### src/rtl/branch_predict_unit_if.sv
// Fetch/resolve bus between the pipeline and the branch predictor.
// Optional stats outputs are present only when BRANCH_STATS_EN is defined.
interface branch_predict_unit_if #(
    parameter int PC_WIDTH = 16
);
    logic                fetch_valid;
    logic [PC_WIDTH-1:0] fetch_pc;
    logic                pred_valid;
    logic                pred_taken;
    logic                res_valid;
    logic [PC_WIDTH-1:0] res_pc;
    logic [2:0]          res_jump_type;
    logic                res_pred_taken;
    logic                zero_flag;
    logic                sign_flag;
    logic                carry_flag;
    logic                overflow_flag;
    logic                res_taken;
    logic                mispredict;
    logic                shadow_busy;
`ifdef BRANCH_STATS_EN
    logic [15:0]         branch_count;
    logic [15:0]         miss_count;
`endif

    modport master (
        output fetch_valid, fetch_pc,
        output res_valid, res_pc, res_jump_type, res_pred_taken,
        output zero_flag, sign_flag, carry_flag, overflow_flag,
`ifdef BRANCH_STATS_EN
        input  branch_count, miss_count,
`endif
        input  pred_valid, pred_taken, res_taken, mispredict, shadow_busy
    );

    modport slave (
        input  fetch_valid, fetch_pc,
        input  res_valid, res_pc, res_jump_type, res_pred_taken,
        input  zero_flag, sign_flag, carry_flag, overflow_flag,
`ifdef BRANCH_STATS_EN
        output branch_count, miss_count,
`endif
        output pred_valid, pred_taken, res_taken, mispredict, shadow_busy
    );
endinterface

### src/rtl/branch_predict_unit.sv
// 2-bit saturating-counter branch predictor with a post-mispredict resolve shadow.
// Define BRANCH_STATS_EN to add saturating branch/miss counters on the interface.
//
// state  | meaning
// IDLE   | resolves accepted
// SHADOW | resolves ignored for SHADOW_CYCLES cycles after a mispredict
module branch_predict_unit #(
    parameter int PC_WIDTH      = 16,
    parameter int BHT_DEPTH     = 16,
    parameter int SHADOW_CYCLES = 2
) (
    input logic                  clk,
    input logic                  rst_n,
    branch_predict_unit_if.slave bp
);
    localparam int IDX = $clog2(BHT_DEPTH);
    localparam logic [3:0] SHADOW_LOAD = 4'(SHADOW_CYCLES);

    typedef enum logic {IDLE, SHADOW} state_t;

    state_t     state;
    logic [3:0] shadow_cnt;
    logic [1:0] bht [BHT_DEPTH];

    logic pred_valid, pred_taken, res_taken, mispredict, shadow_busy;

    logic [IDX-1:0] fetch_idx, res_idx;
    logic           taken, accept, update, miss_now;

    assign fetch_idx = bp.fetch_pc[IDX-1:0];
    assign res_idx   = bp.res_pc[IDX-1:0];

    always_comb begin
        taken = 1'b0;
        case (bp.res_jump_type)
            3'b000: taken = 1'b0;
            3'b001: taken = bp.zero_flag;
            3'b010: taken = bp.carry_flag;
            3'b011: taken = ~bp.carry_flag & ~bp.zero_flag;
            3'b100: taken = bp.sign_flag ^ bp.overflow_flag;
            3'b101: taken = ~(bp.sign_flag ^ bp.overflow_flag) & ~bp.zero_flag;
            3'b110: taken = ~bp.zero_flag;
            3'b111: taken = 1'b1;
            default: taken = 1'b0;
        endcase
    end

    // Type 000 is accepted (res_taken=0) but never trains or mispredicts.
    assign accept   = bp.res_valid & ~shadow_busy;
    assign update   = accept & (bp.res_jump_type != 3'b000);
    assign miss_now = update & (taken != bp.res_pred_taken);

    always_ff @(posedge clk or negedge rst_n) begin
        if (!rst_n) begin
            for (int i = 0; i < BHT_DEPTH; i++) bht[i] <= 2'b01;
            pred_valid  <= 1'b0;
            pred_taken  <= 1'b0;
            res_taken   <= 1'b0;
            mispredict  <= 1'b0;
            shadow_busy <= 1'b0;
            state       <= IDLE;
            shadow_cnt  <= 4'd0;
        end else begin
            // Lookup reads the pre-update value when it collides with a training write.
            pred_valid <= bp.fetch_valid;
            if (bp.fetch_valid) pred_taken <= bht[fetch_idx][1];

            if (accept) res_taken <= taken;
            mispredict <= miss_now;

            if (update) begin
                if (taken && bht[res_idx] != 2'b11)
                    bht[res_idx] <= bht[res_idx] + 2'd1;
                else if (!taken && bht[res_idx] != 2'b00)
                    bht[res_idx] <= bht[res_idx] - 2'd1;
            end

            case (state)
                IDLE: begin
                    if (miss_now && SHADOW_CYCLES > 0) begin
                        state       <= SHADOW;
                        shadow_cnt  <= SHADOW_LOAD;
                        shadow_busy <= 1'b1;
                    end
                end
                SHADOW: begin
                    if (shadow_cnt <= 4'd1) begin
                        state       <= IDLE;
                        shadow_cnt  <= 4'd0;
                        shadow_busy <= 1'b0;
                    end else begin
                        shadow_cnt <= shadow_cnt - 4'd1;
                    end
                end
                default: begin
                    state       <= IDLE;
                    shadow_cnt  <= 4'd0;
                    shadow_busy <= 1'b0;
                end
            endcase
        end
    end

    assign bp.pred_valid  = pred_valid;
    assign bp.pred_taken  = pred_taken;
    assign bp.res_taken   = res_taken;
    assign bp.mispredict  = mispredict;
    assign bp.shadow_busy = shadow_busy;

`ifdef BRANCH_STATS_EN
    logic [15:0] branch_count, miss_count;

    always_ff @(posedge clk or negedge rst_n) begin
        if (!rst_n) begin
            branch_count <= 16'd0;
            miss_count   <= 16'd0;
        end else begin
            if (update && branch_count != 16'hFFFF) branch_count <= branch_count + 16'd1;
            if (miss_now && miss_count != 16'hFFFF) miss_count <= miss_count + 16'd1;
        end
    end

    assign bp.branch_count = branch_count;
    assign bp.miss_count   = miss_count;
`endif
endmodule

### src/flat_wrapper.sv
// flat-port wrapper written by rule: the top's interface ports become plain ports
module branch_predict_unit_flat 
#(
    parameter int PC_WIDTH      = 16,
    parameter int BHT_DEPTH     = 16,
    parameter int SHADOW_CYCLES = 2
)
  (clk, rst_n, bp_fetch_valid, bp_fetch_pc, bp_res_valid, bp_res_pc, bp_res_jump_type, bp_res_pred_taken, bp_zero_flag, bp_sign_flag, bp_carry_flag, bp_overflow_flag, bp_pred_valid, bp_pred_taken, bp_res_taken, bp_mispredict, bp_shadow_busy);
  branch_predict_unit_if #(.PC_WIDTH(PC_WIDTH)) bp_i ();
  input logic clk;
  input logic rst_n;
  input wire logic [$bits(bp_i.fetch_valid)-1:0] bp_fetch_valid;
  input wire logic [$bits(bp_i.fetch_pc)-1:0] bp_fetch_pc;
  input wire logic [$bits(bp_i.res_valid)-1:0] bp_res_valid;
  input wire logic [$bits(bp_i.res_pc)-1:0] bp_res_pc;
  input wire logic [$bits(bp_i.res_jump_type)-1:0] bp_res_jump_type;
  input wire logic [$bits(bp_i.res_pred_taken)-1:0] bp_res_pred_taken;
  input wire logic [$bits(bp_i.zero_flag)-1:0] bp_zero_flag;
  input wire logic [$bits(bp_i.sign_flag)-1:0] bp_sign_flag;
  input wire logic [$bits(bp_i.carry_flag)-1:0] bp_carry_flag;
  input wire logic [$bits(bp_i.overflow_flag)-1:0] bp_overflow_flag;
  output wire logic [$bits(bp_i.pred_valid)-1:0] bp_pred_valid;
  output wire logic [$bits(bp_i.pred_taken)-1:0] bp_pred_taken;
  output wire logic [$bits(bp_i.res_taken)-1:0] bp_res_taken;
  output wire logic [$bits(bp_i.mispredict)-1:0] bp_mispredict;
  output wire logic [$bits(bp_i.shadow_busy)-1:0] bp_shadow_busy;
  assign bp_i.fetch_valid = bp_fetch_valid;
  assign bp_i.fetch_pc = bp_fetch_pc;
  assign bp_i.res_valid = bp_res_valid;
  assign bp_i.res_pc = bp_res_pc;
  assign bp_i.res_jump_type = bp_res_jump_type;
  assign bp_i.res_pred_taken = bp_res_pred_taken;
  assign bp_i.zero_flag = bp_zero_flag;
  assign bp_i.sign_flag = bp_sign_flag;
  assign bp_i.carry_flag = bp_carry_flag;
  assign bp_i.overflow_flag = bp_overflow_flag;
  assign bp_pred_valid = bp_i.pred_valid;
  assign bp_pred_taken = bp_i.pred_taken;
  assign bp_res_taken = bp_i.res_taken;
  assign bp_mispredict = bp_i.mispredict;
  assign bp_shadow_busy = bp_i.shadow_busy;
  branch_predict_unit #(.PC_WIDTH(PC_WIDTH), .BHT_DEPTH(BHT_DEPTH), .SHADOW_CYCLES(SHADOW_CYCLES)) u_core (.clk(clk), .rst_n(rst_n), .bp(bp_i));
endmodule
### config.mk
export PLATFORM = sky130hd
export DESIGN_NAME = branch_predict_unit_flat
export DESIGN_NICKNAME = d
export VERILOG_FILES = /design/src/rtl/branch_predict_unit_if.sv /design/src/rtl/branch_predict_unit.sv /design/src/flat_wrapper.sv
export SDC_FILE = /design/constraint.sdc
export NUM_CORES = 1
export LEC_CHECK = 0
export ABC_AREA = 1
export BUFFER_PORTS_ARGS = -buffer_cell sky130_fd_sc_hd__clkbuf_2
export CELL_PAD_IN_SITES_DETAIL_PLACEMENT = 1
export CELL_PAD_IN_SITES_GLOBAL_PLACEMENT = 1
export CORE_ASPECT_RATIO = 0.75
export CORE_MARGIN = 2
export CORE_UTILIZATION = 30
export CTS_BUF_LIST = sky130_fd_sc_hd__clkbuf_16
export DETAILED_ROUTE_END_ITERATION = 16
export HOLD_SLACK_MARGIN = 0.08
export PLACE_DENSITY = 0.66
export SLEW_MARGIN = 25
export SYNTH_ARGS = -nofsm -noshare
export SYNTH_HDL_FRONTEND = slang
export SYNTH_SLANG_ARGS = --single-unit
### constraint.sdc
create_clock -name clk -period 2.2 [get_ports clk]
set_clock_uncertainty 0.1 [all_clocks]
set_input_delay 0.44 -clock clk [delete_from_list [all_inputs] [get_ports clk]]
set_output_delay 0.44 -clock clk [all_outputs]
set_load 0.03 [all_outputs]
==> out/qor.txt, run 1 <==
Worst setup SP type: flop
Number of top-level pins: 49
CTS tree: yes
GRT Util Overall: 0.202
Row cnt: 29
Async S/R FF share, synth: 1.00
Crit path kind: reg -> reg
Die X: 113 um
Ant diodes: 0
H-tree depth: 2
Post-route DRC violation count: 0
Sequential Area: 1070 um2
CTS Buffer Depth: 2
Worst-path maximum fanout: 8
Global route overflow: 0
Layout area overhead: 32.5%
Post-Place Worst Slack: -0.402 ns
Clock sink total: 42
Die area: 9650 um2
Worst path slowest cell: dfrtp_1
Crit-path cells: a22oi_2 > nand3_1 > nand2_1 > nand4_1 > ha_4 > inv_4 > nand2_4 > a21oi_4 > buf_6 > buf_16 > nand3_2 > nand2_1
Gate Count Post-Synth: 361
Pwr dens: 909 nW/um2
Fillers: 1060
Largest net degree at the start of global routing: 43
CTS Hold Bufs: 0
Crit path required time: 2.34 ns
CORE AREA: 8530 um2
Final Cycle Share: 1.01
Arrival time at the worst endpoint: 2.35 ns
Fraction of layout instances using a drive strength above 1: 0.333
Initial Utilization: 0.312
Worst Hold Class: in -> async
Worst slew margin: 0.617
# setup viols final: 3
Most used DFF post-synth: dfrtp_1
Placed cell areas: 3060 um2
Leakage power: 1.75 nW
Cell variety after synth: 31
Pwr Total: 3.21 mW
Syn Nets: 409
Drt first-iter violations: 133
Total CTS buffers: 5
Slowest stage delay, CP: 0.42 ns
Max frequency: 452 MHz
Post-synth EDFFs: 0
Post-Syn Area: 2660 um2
RSZ-0062 raised after global routing: true
GPL Wtd Cong: 0.787
Avg WL per Cell: 17.1 um
Fin. max-slew vios: 0
Synth Area per Inst: 7.37 um2
Max-cap viol count: 0
First-pass GRT wire length: 15200 um
Failing checks: setup timing
Flops & latches, synth: 42
Critical path endpoint category: flop
Buffers on Ports: 24
Buffers plus inverters on the worst setup path: 3
Setup ws final: -0.0134 ns
Clock Latency Late Sink: 0.29 ns
Design area: 3530 um2
Fin util: 0.414
VDD IR max: 426 uV
Routed WL: 9040 um
NumNets Final: 468
Area of the multi-input gates: 1520 um2
Vias in the first global route: 2920
Cell mode on critical path: nand2_1
Hold Vio Cnt, Final: 0
Post-synthesis sequential area ratio: 0.402
Delay-heaviest family, CP: simple AND/OR/NAND/NOR gates
DPL Wire Length: 6010 um
Outcome: finished, violations left
Die H: 85.6 um
Vias/cell: 5.09
Slew @ Worst Pin: 0.574 ns
Tmin final: 2.21 ns
First-pass iteration count of the detailed router: 4
Initial antenna violation count: 0
Antenna Nets Post-Route: 0
Synth warn: 0
CTS root buffer: clkbuf_16
Clock Pin Slew Worst Setup and Hold Paths: 0.06 ns
Routed vias: 2695
repair_timing:
item / in CTS / in global routing
gates resized for setup: 30 / 15
pin swaps: 20 / 24
endpoints found under the hold margin: 0 / 0
endpoints found under the setup margin: 32 / 32
setup buffers: 14 / 1
cloned: 3 / 0
cell usage in the layout, fill, tap and decap left out, drive strengths merged:
| cell | n |
|---|---|
| buf | 39 |
| nor3 | 1 |
| o21bai | 4 |
| nand2 | 112 |
| dfstp | 16 |
| nor2 | 56 |
| clkbuf | 28 |
| ha | 4 |
| o221ai | 4 |
| o211ai | 1 |
| nand4 | 3 |
| inv | 35 |
| xnor2 | 1 |
| nand3b | 1 |
| a22oi | 4 |
| o21ai | 9 |
| nand3 | 72 |
| a21oi | 4 |
| clkinv | 1 |
| dfrtp | 26 |
synthesized netlist by cell type (6+ instances only):
| cell type | instances | area share |
|---|---|---|
| nor2_1 | 54 | 0.076 |
| dfrtp_1 | 26 | 0.24 |
| nand3_1 | 69 | 0.13 |
| nand2_1 | 99 | 0.14 |
| o21ai_0 | 8 | 0.015 |
| dfstp_2 | 16 | 0.16 |
| inv_2 | 7 | 0.0099 |
| inv_1 | 25 | 0.035 |
| nand2_2 | 7 | 0.016 |
| buf_6 | 6 | 0.025 |
| nand2_4 | 6 | 0.025 |
power by group:
group	total (mW)	internal, mW	switching (mW)
sequential	1.23	1.05	0.179
combinational	1.26	0.478	0.777
clock	0.720	0.409	0.311
total	3.21	1.94	1.27
per-stage QoR:
stage / hold slack [ns] / cells / TNS, ns
6_report: 0.118 / 529 / -0.0230
5_1_grt: 0.179 / 529 / -1.62
3_3_place_gp: 0.358 / 505 / -9.95
2_1_floorplan: 0.0444 / 361 / -1.54
4_1_cts: 0.155 / 529 / 0
3_5_place_dp: 0.358 / 505 / -12.30
worst paths after layout:
check                               start                         end  slack, ns  cells after the start
setup / recovery            u_core.bht[9]                        flop      -0.01                     12
hold / removal                      rst_n               u_core.bht[1]       0.12                      2
setup reg to reg            u_core.bht[9]                        flop      -0.01                     12
hold reg to reg                      flop                        flop       0.37                      2
max in group asynchronous           rst_n  asynchronous set/reset pin       1.47                      2
min in group clk           bp_fetch_valid        u_core.bp.pred_valid       0.19                      1
kinds of logic after synthesis:
kind of cell               share of synthesized area
buffers and inverters                         0.0804
AOI/OAI and AO/OA                             0.0701
adders and majority gates                     0.0188
and+or+nand+nor                                0.425
DFF                                            0.402
xor gates and xnor gates                     0.00329
routing by layer:
metal  share of wire  vias to the layer above  GRT usage
li1                -                     1296          -
met1            0.45                     1340      0.260
met2            0.49                       47      0.358
met3           0.045                       12     0.0353
met4           0.011                        0     0.0443
met5               0                        -          0
area by class of cell:
class,instances,area share
Sequential cell,42,0.304
Timing Repair Buffer,62,0.150
Inverter,33,0.0394
Tap cell,108,0.0383
Clock buffer,5,0.0355
Clock inverter,3,0.00319
Multi-Input combinational cell,276,0.430
No activity file was read; power rests on OpenSTA's default activity.
==> run 2: changes to the inputs <==
ABC_AREA = 0   (was 1)
PLACE_DENSITY = 0.61   (was 0.66)
==> run 2 against run 1 <==
  * The flow still finishes with violations (setup timing)
  * First-iteration DRC count decreased by 53%
  * Synthesized cell count is 45% lower
  * Maximum frequency decreased by 18%
  * Die area shrank 3.5%
  * Design area is 5.3% lower
  * Register-to-register slack got worse by 0.48 ns
  * Synthesized area shrank 3.6%
  * Largest power group unchanged
==> out/qor.txt, run 2 <==
Initial antenna violation count: 0 (unchanged)
Crit path kind: reg -> reg (unchanged)
Hold slack final: 0.131 ns (was 0.118 ns)
Global route overflow: 0 (unchanged)
Placed cell areas: 3080 um2 (was 3060 um2)
H-tree depth: 2 (unchanged)
Critical path endpoint category: flop (unchanged)
Pwr Total: 3.73 mW (was 3.21 mW)
# setup viols final: 32 (was 3)
Routed WL: 6550 um (was 9040 um)
DRT met1 WL: 3440 um (was 4090 um)
Commonest cells after routing, fill and taps aside: 33 x buf_4, 26 x dfrtp_1, 23 x clkbuf_2, 17 x mux2_4, 16 x dfstp_2 (was 99 x nand2_1, 56 x nand3_1, 47 x nor2_1, 28 x buf_4, 26 x dfrtp_1)
Highest routed layer: met4 (unchanged)
Met2 WL: 2700 um (was 4440 um)
Clock group share of total power: 0.189 (was 0.224)
Clock Pin Slew Worst Setup and Hold Paths: 0.06 ns (about the same)
Worst slew margin: 0.616 (was 0.617)
Die H: 84.1 um (was 85.6 um)
Met3 wire length: 333 um (was 404 um)
Post-synthesis sequential area ratio: 0.418 (was 0.402)
Avg WL per Cell: 17.9 um (was 17.1 um)
Outcome: finished, violations left (unchanged)
Flops & latches, synth: 42 (unchanged)
RSZ-0062 raised after global routing: true (unchanged)
Total CTS buffers: 5 (unchanged)
Arrival time at the worst endpoint: 2.75 ns (was 2.35 ns)
Buffers on Ports: 24 (unchanged)
First-pass iteration count of the detailed router: 4 (unchanged)
Final std cells w/o fill: 365 (was 529)
Combinational share of power: 0.439 (was 0.392)
CORE AREA: 8380 um2 (was 8530 um2)
Vias in the first global route: 2014 (was 2920)
Slew @ Worst Pin: 0.576 ns (was 0.574 ns)
Synth top cells by count: 26 x dfrtp_1, 20 x mux2_2, 16 x dfstp_2 (was 99 x nand2_1, 69 x nand3_1, 54 x nor2_1)
Layout area overhead: 30.1% (was 32.5%)
Syn Nets: 247 (was 409)
Post-synth EDFFs: 0 (unchanged)
Most frequent cell after synthesis: dfrtp_1 (was nand2_1)
CTS Hold Bufs: 0 (unchanged)
Worst path slowest cell: mux4_2 (was dfrtp_1)
Clock sink total: 42 (unchanged)
Failing checks: setup timing (unchanged)
Fraction of layout instances using a drive strength above 1: 0.584 (was 0.333)
Crit path required time: 2.26 ns (was 2.34 ns)
Worst setup SP type: flop (unchanged)
Initial Utilization: 0.306 (was 0.312)
Post-route DRC violation count: 0 (unchanged)
Cell mode on critical path: mux4_2 (was nand2_1)
Antenna Nets Post-Route: 0 (unchanged)
Pwr dens: 1120 nW/um2 (was 909 nW/um2)
CTS root buffer: clkbuf_16 (unchanged)
Leakage power: 1.45 nW (was 1.75 nW)
Clock Latency Late Sink: 0.28 ns (was 0.29 ns)
Final TNS setup: -13.82 ns (was -0.0230 ns)
Most used DFF post-synth: dfrtp_1 (unchanged)
Synth area leaders: dfrtp_1 25%, dfstp_2 16%, mux4_2 12% (was dfrtp_1 24%, dfstp_2 16%, nand2_1 14%)
GRT Util Overall: 0.153 (was 0.202)
Max frequency: 372 MHz (was 452 MHz)
Post-synth top area cell: dfrtp_1 (unchanged)
Routed vias: 1843 (was 2695)
Setup ws final: -0.490 ns (was -0.0134 ns)
First-pass GRT wire length: 11100 um (was 15200 um)
Power share of the sequential group: 0.373 (was 0.384)
Gate Count Post-Synth: 199 (was 361)
Row cnt: 29 (unchanged)
Post-Place Worst Slack: -1.04 ns (was -0.402 ns)
Slowest stage delay, CP: 0.51 ns (was 0.42 ns)
P_int: 2.48 mW (was 1.94 mW)
Fin util: 0.398 (was 0.414)
NumNets Final: 304 (was 468)
Drt first-iter violations: 62 (was 133)
P_sw: 1.24 mW (was 1.27 mW)
Placed cells: 353 (was 505)
Hold Vio Cnt, Final: 0 (unchanged)
Ant diodes: 0 (unchanged)
Design area: 3340 um2 (was 3530 um2)
Post-Syn Area: 2560 um2 (was 2660 um2)
CTS tree: yes (unchanged)
GPL Wtd Cong: 0.837 (was 0.787)
Crit-path cells: mux4_2 > mux4_2 > inv_2 > ha_1 > nand4_1 > buf_6 > nand4b_1 > mux2_4 (was a22oi_2 > nand3_1 > nand2_1 > nand4_1 > ha_4 > inv_4 > nand2_4 > a21oi_4 > buf_6 > buf_16 > nand3_2 > nand2_1)
Max-cap viol count: 0 (unchanged)
Cell variety after synth: 45 (was 31)
Commonest non-fill, non-tap cell in the layout: buf_4 (was nand2_1)
Number of top-level pins: 49 (unchanged)
Vias/cell: 5.05 (was 5.09)
Async S/R FF share, synth: 1.00 (unchanged)
Worst Hold Class: in -> async (unchanged)
Largest net degree at the start of global routing: 43 (unchanged)
Final Cycle Share: 1.22 (was 1.01)
Worst-path maximum fanout: 15 (was 8)
Die area: 9310 um2 (was 9650 um2)
Tmin final: 2.69 ns (was 2.21 ns)
DPL Wire Length: 4930 um (was 6010 um)
Share of the synthesized area in the top cell type: 0.254 (was 0.244)
VDD IR max: 418 uV (was 426 uV)
CTS Buffer Depth: 2 (unchanged)
Sw frac: 0.333 (was 0.395)
Die X: 111 um (was 113 um)
Synth warn: 0 (unchanged)
Fin. max-slew vios: 0 (unchanged)
Synth Area per Inst: 12.9 um2 (was 7.37 um2)
run 2: final cells by class:
cell class,instances,area (um2)
Tap cell,108,135
Clock inverter,3,12.5
Multi-Input combinational cell,139,1510
Sequential cell,42,1070
Clock buffer,5,125
Fill cell,904,5040
Inverter,6,22.5
Timing Repair Buffer,62,462
run 2: worst paths after layout:
check	startpoint	to	slack, ns	cells after the start
setup reg to reg	u_core.bht[25]	u_core.bht[31]	-0.49	8
setup / recovery	u_core.bht[25]	u_core.bht[31]	-0.49	8
min in group clk	bp_fetch_valid	u_core.bp.pred_valid	0.19	1
hold reg to reg	u_core.bp.pred_taken	u_core.bp.pred_taken	0.40	1
hold / removal	rst_n	u_core.bht[21]	0.13	2
max in group asynchronous	rst_n	u_core.bp.shadow_busy	1.47	2
run 2: power by group through the flow:
stage                     sequential [mW]  combinational, mW  clock (mW)
after CTS                            1.39               1.60       0.734
after global routing                 1.44               1.77       0.766
final                                1.39               1.63       0.703
after global placement               1.38               1.46           0
after detailed placement             1.40               1.49           0
after floorplan                      1.37               1.04           0
run 2: cell families (layout without fill, tap and decap cells):
group	count (synthesis)	count (layout)	share of synthesized area
mux	50	50	0.286
compound gates	21	21	0.0722
buf+inv	18	76	0.0400
xor+xnor	4	4	0.0195
simple gates	60	60	0.145
flops	42	42	0.418
fa+ha+maj	4	4	0.0195
run 2: routing by layer:
layer / vias up / track usage
met3: 5 / 0.0385
met2: 31 / 0.211
met1: 929 / 0.234
li1: 878 / -
met4: 0 / 0.0409
met5: - / 0
run 2: critical path: cells and delay by family (launching register included):
family	cells	cell delay [ns]
buffers and inverters	2	0.27
flip-flops	1	0.40
adder cells (fa/ha/maj)	1	0.13
AND/OR/NAND/NOR	2	0.35
multiplexers	3	1.32
run 2: timing repair:
| item | in CTS | in global routing |
|---|---|---|
| setup endpoints to repair | 32 | 32 |
| resized for setup | 13 | 4 |
| pin swaps | 0 | 0 |
| hold endpoints to repair | 0 | 0 |
| setup buffers | 2 | 2 |
| gates cloned | 0 | 0 |
==> run 3: changes to the inputs <==
PLACE_DENSITY = default   (was 0.61)
PLACE_DENSITY_LB_ADDON = 0.1   (was default)
==> run 3 against run 2 <==
  * The run still ends with setup timing left
  * Sequential share of layout area decreased by 1.1 points
  * Worst hold slack better by 0.055 ns
  * Utilization up 1.4 points
  * Combinational power grew 12%
  * Clock power rose by 20%
  * Highest routed layer unchanged
  * First-iteration DRC count up 26%
  * Sequential power hardly changed
  * Wire length increased by 15%
  * Global-route usage is 2.2 points higher
  * Register-to-register slack improved by 0.07 ns
  * Largest power group unchanged
  * Count of clock-buffer cells in the layout unchanged
  * Die area did not move
==> out/qor.txt, run 3 (same netlist as run 2, synthesis figures left out) <==
Largest net degree at the start of global routing: 28 (was 43)
Pwr dens: 1180 nW/um2 (was 1120 nW/um2)
Hold Vio Cnt, Final: 0 (unchanged)
GPL Wtd Cong: 0.856 (was 0.837)
Final Cycle Share: 1.19 (was 1.22)
HP Start: bp_fetch_valid
Worst setup SP type: flop (unchanged)
# setup viols final: 32 (unchanged)
Final TNS setup: -11.84 ns (was -13.82 ns)
CTS Buffer Depth: 2 (unchanged)
Clock Latency Late Sink: 0.29 ns (was 0.28 ns)
Commonest non-fill, non-tap cell in the layout: buf_4 (unchanged)
Fin. max-slew vios: 0 (unchanged)
CTS root buffer: clkbuf_16 (unchanged)
Critical path endpoint category: flop (unchanged)
Placed cell areas: 3160 um2 (was 3080 um2)
First-pass iteration count of the detailed router: 4 (unchanged)
Vias in the first global route: 2131 (was 2014)
Clock Pin Slew Worst Setup and Hold Paths: 0.06 ns (about the same)
Fillers: 879 (was 904)
Max frequency: 381 MHz (was 372 MHz)
Failing checks: setup timing (unchanged)
Final std cells w/o fill: 373 (was 365)
Number of top-level pins: 49 (unchanged)
Design area: 3460 um2 (was 3340 um2)
Clock sink total: 42 (unchanged)
R2r startpoint: u_core.bht[9] (was u_core.bht[25])
Routed WL: 7560 um (was 6550 um)
Drt first-iter violations: 78 (was 62)
Post-Place Worst Slack: -0.925 ns (was -1.04 ns)
Die H: 84.1 um (unchanged)
Layout area overhead: 34.8% (was 30.1%)
Initial Utilization: 0.306 (unchanged)
Row cnt: 29 (unchanged)
NumNets Final: 312 (was 304)
Worst Hold Class: in -> reg (was in -> async)
Routed vias: 1925 (was 1843)
First-pass GRT wire length: 12200 um (was 11100 um)
Outcome: finished, violations left (unchanged)
Total CTS buffers: 5 (unchanged)
Worst slew margin: 0.597 (was 0.616)
Leakage power: 1.52 nW (was 1.45 nW)
RSZ-0062 raised after global routing: true (unchanged)
Initial antenna violation count: 0 (unchanged)
Fraction of layout instances using a drive strength above 1: 0.600 (was 0.584)
Slew @ Worst Pin: 0.598 ns (was 0.576 ns)
Die area: 9310 um2 (unchanged)
Global route overflow: 0 (unchanged)
Tmin final: 2.62 ns (was 2.69 ns)
Arrival time at the worst endpoint: 2.70 ns (was 2.75 ns)
Ant diodes: 0 (unchanged)
R2R Setup Slk: -0.42 ns (was -0.49 ns)
VDD IR max: 673 uV (was 418 uV)
Crit path kind: reg -> reg (unchanged)
Die X: 111 um (unchanged)
CORE AREA: 8380 um2 (unchanged)
Hold slack final: 0.186 ns (was 0.131 ns)
Post-route DRC violation count: 0 (unchanged)
Crit path required time: 2.27 ns (was 2.26 ns)
Buffers on Ports: 24 (unchanged)
Worst-path maximum fanout: 8 (was 15)
Avg WL per Cell: 20.3 um (was 17.9 um)
Commonest cells after routing, fill and taps aside: 37 x buf_4, 26 x dfrtp_1, 23 x clkbuf_2, 20 x mux2_4, 16 x dfstp_2 (was 33 x buf_4, 26 x dfrtp_1, 23 x clkbuf_2, 17 x mux2_4, 16 x dfstp_2)
Placed cells: 361 (was 353)
Antenna Nets Post-Route: 0 (unchanged)
H-tree depth: 2 (unchanged)
CTS tree: yes (unchanged)
Max-cap viol count: 0 (unchanged)
Setup ws final: -0.425 ns (was -0.490 ns)
DPL Wire Length: 5770 um (was 4930 um)
Setup crit start: u_core.bht[9] (was u_core.bht[25])
GRT Util Overall: 0.174 (was 0.153)
Vias/cell: 5.16 (was 5.05)
[run 3: cell types whose count changed in the layout (fill, tap and decap cells not counted), sizes merged]
cell / change
buf: +7
bufinv: +1
clkinv: -2
dlygate4sd3: +1
inv: +1
[run 3: worst max-delay path, cell delays in order (launching register included)]
cell and delay [ns]:
dfrtp_1 0.40, mux4_2 0.48, mux4_2 0.51, inv_2 0.09, ha_4 0.12, nand4_1 0.08
buf_6 0.17, nand4b_1 0.10, buf_4 0.15, mux2_4 0.30
[run 3: worst paths after layout]
check                                        endpoint  cells after the start
setup / recovery                       u_core.bht[31]                      9
setup reg to reg                       u_core.bht[31]                      9
min in group asynchronous         u_core.bp.res_taken                      2
hold reg to reg                  u_core.bp.pred_taken                      1
max in group asynchronous  asynchronous set/reset pin                      3
hold / removal                   u_core.bp.pred_valid                      1
[run 3: layer usage]
metal | track usage | up-vias | routed length, um
met1 | 0.253 | 987 | 3790
met3 | 0.0458 | 7 | 346
met4 | 0.0443 | 0 | 77
li1 | - | 892 | -
met2 | 0.259 | 39 | 3350
met5 | 0 | - | 0
[run 3: power by group]
part	leakage (nW)	total, mW	internal (mW)	switching, mW
registers	0.501	1.40	1.17	0.233
logic	0.933	1.83	1.01	0.819
clock network	0.0864	0.842	0.528	0.315
[run 3: timing repair]
item	CTS	global route
setup buffers	2	1
setup endpoints to repair	32	32
pin swaps	3	1
resized for setup	19	2
endpoints found under the hold margin	8	0
hold buffers	1	0
[run 3: through the flow]
stage,power [mW],util
floorplan,2.41,-
global placement,3.05,0.377
detailed placement,3.14,0.377
CTS,4.10,0.411
global route,4.32,0.413
finish,4.07,0.413
[run 3: area by class of cell]
cell class                      instances  area (um2)  area share
Tap cell                              108         135      0.0391
Multi-Input combinational cell        139        1510       0.438
Timing Repair Buffer                   70         553       0.160
Inverter                                6        22.5     0.00651
Clock inverter                          3        37.5      0.0109
Sequential cell                        42        1070       0.310
Clock buffer                            5         125      0.0362
